$ cat src/rtl/universal_shift_register.sv
// WIDTH-bit universal shift register: hold / shift right / shift left / load,
// plus an autonomous WIDTH-shift burst. Define USR_ROTATE_EN to add the rot input.
module universal_shift_register #(
  parameter int unsigned      WIDTH     = 4,
  parameter logic [WIDTH-1:0] RESET_VAL = '0
) (
  input  logic             clk,
  input  logic             rst,
`ifdef USR_ROTATE_EN
  input  logic             rot,
`endif
  input  logic [1:0]       mode,
  input  logic [WIDTH-1:0] d,
  input  logic             sin_r,
  input  logic             sin_l,
  input  logic             start,
  input  logic             dir,
  output logic [WIDTH-1:0] q,
  output logic [WIDTH-1:0] qn,
  output logic             sout_r,
  output logic             sout_l,
  output logic             busy,
  output logic             done
);

  localparam int unsigned CNT_W = $clog2(WIDTH + 1);

  typedef enum logic {
    S_IDLE,
    S_BURST
  } state_t;

  state_t             state_q, state_d;
  logic [WIDTH-1:0]   q_q, q_d;
  logic [CNT_W-1:0]   cnt_q, cnt_d;
  logic               dir_q, dir_d;
  logic               busy_q, busy_d;
  logic               done_q, done_d;

  logic               rot_c;
  logic               fill_r_c;
  logic               fill_l_c;
  logic [WIDTH-1:0]   shr_c;
  logic [WIDTH-1:0]   shl_c;

`ifdef USR_ROTATE_EN
  assign rot_c = rot;
`else
  assign rot_c = 1'b0;
`endif

  // Shift candidates; rotate feeds the outgoing bit back in as the fill bit
  assign fill_r_c = rot_c ? q_q[0]       : sin_r;
  assign fill_l_c = rot_c ? q_q[WIDTH-1] : sin_l;
  assign shr_c    = {fill_r_c, q_q[WIDTH-1:1]};
  assign shl_c    = {q_q[WIDTH-2:0], fill_l_c};

  // State register
  always_ff @(posedge clk) begin
    if (rst) begin
      state_q <= S_IDLE;
      q_q     <= RESET_VAL;
      cnt_q   <= '0;
      dir_q   <= 1'b0;
      busy_q  <= 1'b0;
      done_q  <= 1'b0;
    end else begin
      state_q <= state_d;
      q_q     <= q_d;
      cnt_q   <= cnt_d;
      dir_q   <= dir_d;
      busy_q  <= busy_d;
      done_q  <= done_d;
    end
  end

  // Next-state: start beats mode in IDLE; BURST ignores mode/start/dir
  always_comb begin
    state_d = state_q;
    q_d     = q_q;
    cnt_d   = cnt_q;
    dir_d   = dir_q;
    busy_d  = busy_q;
    done_d  = 1'b0;

    unique case (state_q)
      S_IDLE: begin
        if (start) begin
          dir_d   = dir;
          q_d     = dir ? shl_c : shr_c;
          cnt_d   = CNT_W'(1);
          busy_d  = 1'b1;
          state_d = S_BURST;
        end else begin
          unique case (mode)
            2'b00: q_d = q_q;
            2'b01: q_d = shr_c;
            2'b10: q_d = shl_c;
            2'b11: q_d = d;
          endcase
        end
      end
      S_BURST: begin
        q_d = dir_q ? shl_c : shr_c;
        // This edge performs the last shift when WIDTH-1 are already done
        if (cnt_q == CNT_W'(WIDTH - 1)) begin
          cnt_d   = '0;
          busy_d  = 1'b0;
          done_d  = 1'b1;
          state_d = S_IDLE;
        end else begin
          cnt_d = cnt_q + CNT_W'(1);
        end
      end
    endcase
  end

  assign q      = q_q;
  assign qn     = ~q_q;
  assign sout_r = q_q[0];
  assign sout_l = q_q[WIDTH-1];
  assign busy   = busy_q;
  assign done   = done_q;

endmodule

$ cat config.mk
export PLATFORM = sky130hd
export DESIGN_NAME = universal_shift_register
export DESIGN_NICKNAME = d
export VERILOG_FILES = /design/src/rtl/universal_shift_register.sv
export SDC_FILE = /design/constraint.sdc
export NUM_CORES = 1
export LEC_CHECK = 0
export BUFFER_PORTS_ARGS = -buffer_cell sky130_fd_sc_hd__buf_4
export CORE_MARGIN = 2
export CORE_UTILIZATION = 35
export DETAILED_ROUTE_END_ITERATION = 10
export PLACE_DENSITY = 0.69
export SYNTH_ARGS = -nofsm -noshare
export SYNTH_HDL_FRONTEND = slang
export SYNTH_SLANG_ARGS = --single-unit
$ cat constraint.sdc
create_clock -name clk -period 2.4 [get_ports clk]
set_input_delay 0.36 -clock clk [delete_from_list [all_inputs] [get_ports clk]]
set_output_delay 0.36 -clock clk [all_outputs]
set_load 0.03 [all_outputs]
==> run_results.csv <==
group,metric,value,unit
sta,setup_total_negative_slack,0,ps
die,floorplan.die.width,49.10,um
placement,dp_hpwl,1161,um
logic_synthesis,syn_inst,78,
die,std_cell_rows,16,
routing,drc,0,
outcome,run_status,"completed",
logic_synthesis,synth_ff_type,"sky130_fd_sc_hd__dfxtp_1",
cts,clock_tree.root_cell,"sky130_fd_sc_hd__clkbuf_4",
cts,cts_repair_resize_count,0,
cts,maximum_buffer_depth_of_the_clock_tree,2,
placement,pre_cts_slack,954.1,ps
logic_synthesis,post_synth_main_area_contributors,"sky130_fd_sc_hd__dfxtp_1 31%, sky130_fd_sc_hd__mux2i_1 18%, sky130_fd_sc_hd__a2111oi_2 8.4%",
routing,detailedRoute.firstPassIterationCount,3,
setup_path,critPathKind,"flip-flop to flip-flop",
logic_synthesis,synth.mux.area_fraction,18.28,%
setup_path,cp_max_fo,12,
worst_hold_path,holdCritPathClass,"input pin to flip-flop",
sta,final.setup.worst_slack,930.8,ps
layout,nets,109,
cts,cts.repair_timing.setup_buffer_count,0,
logic_synthesis,synth_seq_cells,11,
logic_synthesis,ys_async_sr_fraction,0,%
cts,clock_pin_slew_worst_setup_and_hold_paths,70,ps
setup_path,worst_ep_required_time,2560,ps
logic_synthesis,synthDominantAreaCellType,"sky130_fd_sc_hd__dfxtp_1",
routing,drt-vias-per-instance,5.131,
setup_path,endpoint_kind,"flip-flop",
setup_path,cp_cell_sequence,"nand2b_1, o22ai_1, o31a_1",
logic_synthesis,postSynthNetCount,91,
die,die_span_y,49.10,um
sta,setup_viol,0,
logic_synthesis,synth-compound-area-share,24.08,%
global_route,grt_antenna_before_repair,0,
routing,post_drt_wl_per_cell,12.90,um
logic_synthesis,yosysMostFrequentCell,"sky130_fd_sc_hd__mux2i_1",
pwr,power_leakage,0.3770,nW
cts,cts_h_tree_depth,1,
logic_synthesis,largest_family_of_logic_cells_by_synthesized_area,"compound AO/OA/AOI/OAI gates",
global_route,global_route.overflow_total,0,
logic_synthesis,synth_cell_types,23,
die,starting_density_of_the_core,36.66,%
die,design.portCount,24,
sta,hold_viol,0,
sta,report.final.slew_viol_count,0,
setup_path,cp_num_buf_inv,0,
pwr,max-vdd-ir-drop,461.9,uV
sta,fmax,0.6806,GHz
placement,gp_congestion,0.7177,
logic_synthesis,synth_simple_gate_area_share,13.88,%
sta,worst_slew_margin_rel,67.14,%
logic_synthesis,synth_top_cells_by_count,"13 x sky130_fd_sc_hd__mux2i_1, 11 x sky130_fd_sc_hd__dfxtp_1, 9 x sky130_fd_sc_hd__nor2_1",
cts,cts.sink_count,11,
global_route,grt_pass1_wl,2449,um
setup_path,worst_path_dominant_cell_family,"flip-flops",
layout,layout-drive-gt1-share,33.68,%
setup_path,maximum_cell_stage_delay_along_the_critical_path,630,ps
logic_synthesis,synth_seq_area_share,30.93,%
logic_synthesis,yosysWarnings,0,
logic_synthesis,yosys.area_share.xor_xnor,0,%
global_route,grt_max_degree,13,
layout,layout-area-overhead-vs-synth,24.43,%
die,core_region_area,1942,um2
logic_synthesis,yosysTopAreaCellShare,30.93,%
global_route,groute.usage.overall,13.22,%
logic_synthesis,synthesis.area_per_instance,9.127,um2
logic_synthesis,post_synth_adder_cell_area,1.757,%
logic_synthesis,synth_edf_count,0,
routing,vias_after_detailed_routing,626,
pwr,p_per_area,556.6,nW/um2
sta,layout_worst_path_cycle_share,61.22,%
die,area_of_the_die,2411,um2
sta,unrepaired_setup_endpoints_after_global_routing,"false",
logic_synthesis,netlist_area,711.9,um2
setup_path,worstSetupStartpointType,"flip-flop",
layout,antenna_cells,0,
routing,antenna_violating_nets_post_route,0,
pwr,power.total,0.4931,mW
cts,clkLatencyLatePin,270,ps
global_route,first_global_vias,565,
cts,cts_made_buffers,3,
routing,drt_iter0_drc,14,
sta,worst-slew-pin-transition,492.2,ps
routing,wl,1574,um
cts,clock_tree_from_tritoncts,"built",
sta,fin_worst_skew,2.545,ps
setup_path,worst-endpoint-arrival,1630,ps
cts,cts-hold-fix-buffers,0,
setup_path,slowest_stage,"sky130_fd_sc_hd__dfxtp_1",
placement,place.port_buffers,23,
sta,finalCriticalPeriod,1469,ps
run,maxCapViolations,0,
## power breakdown
| group | switching, mW | leakage, nW | internal [mW] |
|---|---|---|---|
| sequential | 0.0215 | 0.0905 | 0.195 |
| clock | 0.0646 | 0.0177 | 0.0617 |
| combinational | 0.0840 | 0.269 | 0.0663 |
## cell families (layout without fill, tap and decap cells)
family	Yosys count	after routing
buffers and inverters	15	32
AOI/OAI and AO/OA	21	21
and+or+nand+nor	17	17
DFF	11	11
muxes	13	13
adders and majority gates	1	1
## worst paths after layout
kind,from,to,slack [ps],depth (start not counted)
worst min register to register,busy$_SDFFE_PP0P_,busy$_SDFFE_PP0P_,490,2
worst min-delay path,rst,cnt_q[0]$_SDFFE_PP0P_,330,2
worst max-delay path,state_q$_SDFF_PP0_,q[3]$_SDFFE_PP0P_,930,3
worst max register to register,state_q$_SDFF_PP0_,q[3]$_SDFFE_PP0P_,930,3
## layout by cell type, fill, tap and decap left out, drive strengths merged
cell type	instances
clkbuf	3
nand2	1
clkinv	1
nor4	1
o22ai	4
inv	5
nor3b	1
a2111oi	4
mux2i	13
dfxtp	11
nand2b	1
a21oi	6
nor2b	1
nor3	2
o31a	5
ha	1
o21ai	1
and4b	1
nor2	9
buf	23
o21bai	1
## through the flow
| stage | instances | instance area (um2) | hold slack (ps) | utilization (%) |
|---|---|---|---|---|
| after floorplan | 78 | 711.9 | 456.4 | - |
| after global routing | 122 | 885.9 | 333.8 | 45.62 |
| final | 122 | 885.9 | 331.7 | 45.62 |
| after CTS | 122 | 885.9 | 329.8 | 45.62 |
| after detailed placement | 118 | 858.3 | 477.6 | 44.20 |
| after global placement | 118 | 858.3 | 482.8 | 44.20 |
## routing by layer
metal / share of wire (%) / wire length [um] / up-vias / GRT usage [%]
met2: 51 / 802 / 10 / 22.97
met5: 0 / 0 / - / 0
met1: 43 / 684 / 299 / 14.37
met3: 5.5 / 87 / 0 / 6.442
li1: - / - / 317 / -
met4: 0 / 0 / 0 / 2.857
## cell type report
cell class | instances | area [um2]
fill | 201 | 1056
multi-input combinational | 52 | 412.9
sequential | 11 | 220.2
timing repair buffer | 23 | 172.7
tap | 27 | 33.78
clock buffer | 3 | 22.52
inverter | 5 | 18.77
clock inverter | 1 | 5.005
## state kept, by name, summed over array words and instances (netlist names)
signal / cells
dir_q: 1
busy: 1
q: 4
cnt_q: 3
state_q: 1
done: 1
Power figures use the tool's default switching activity.
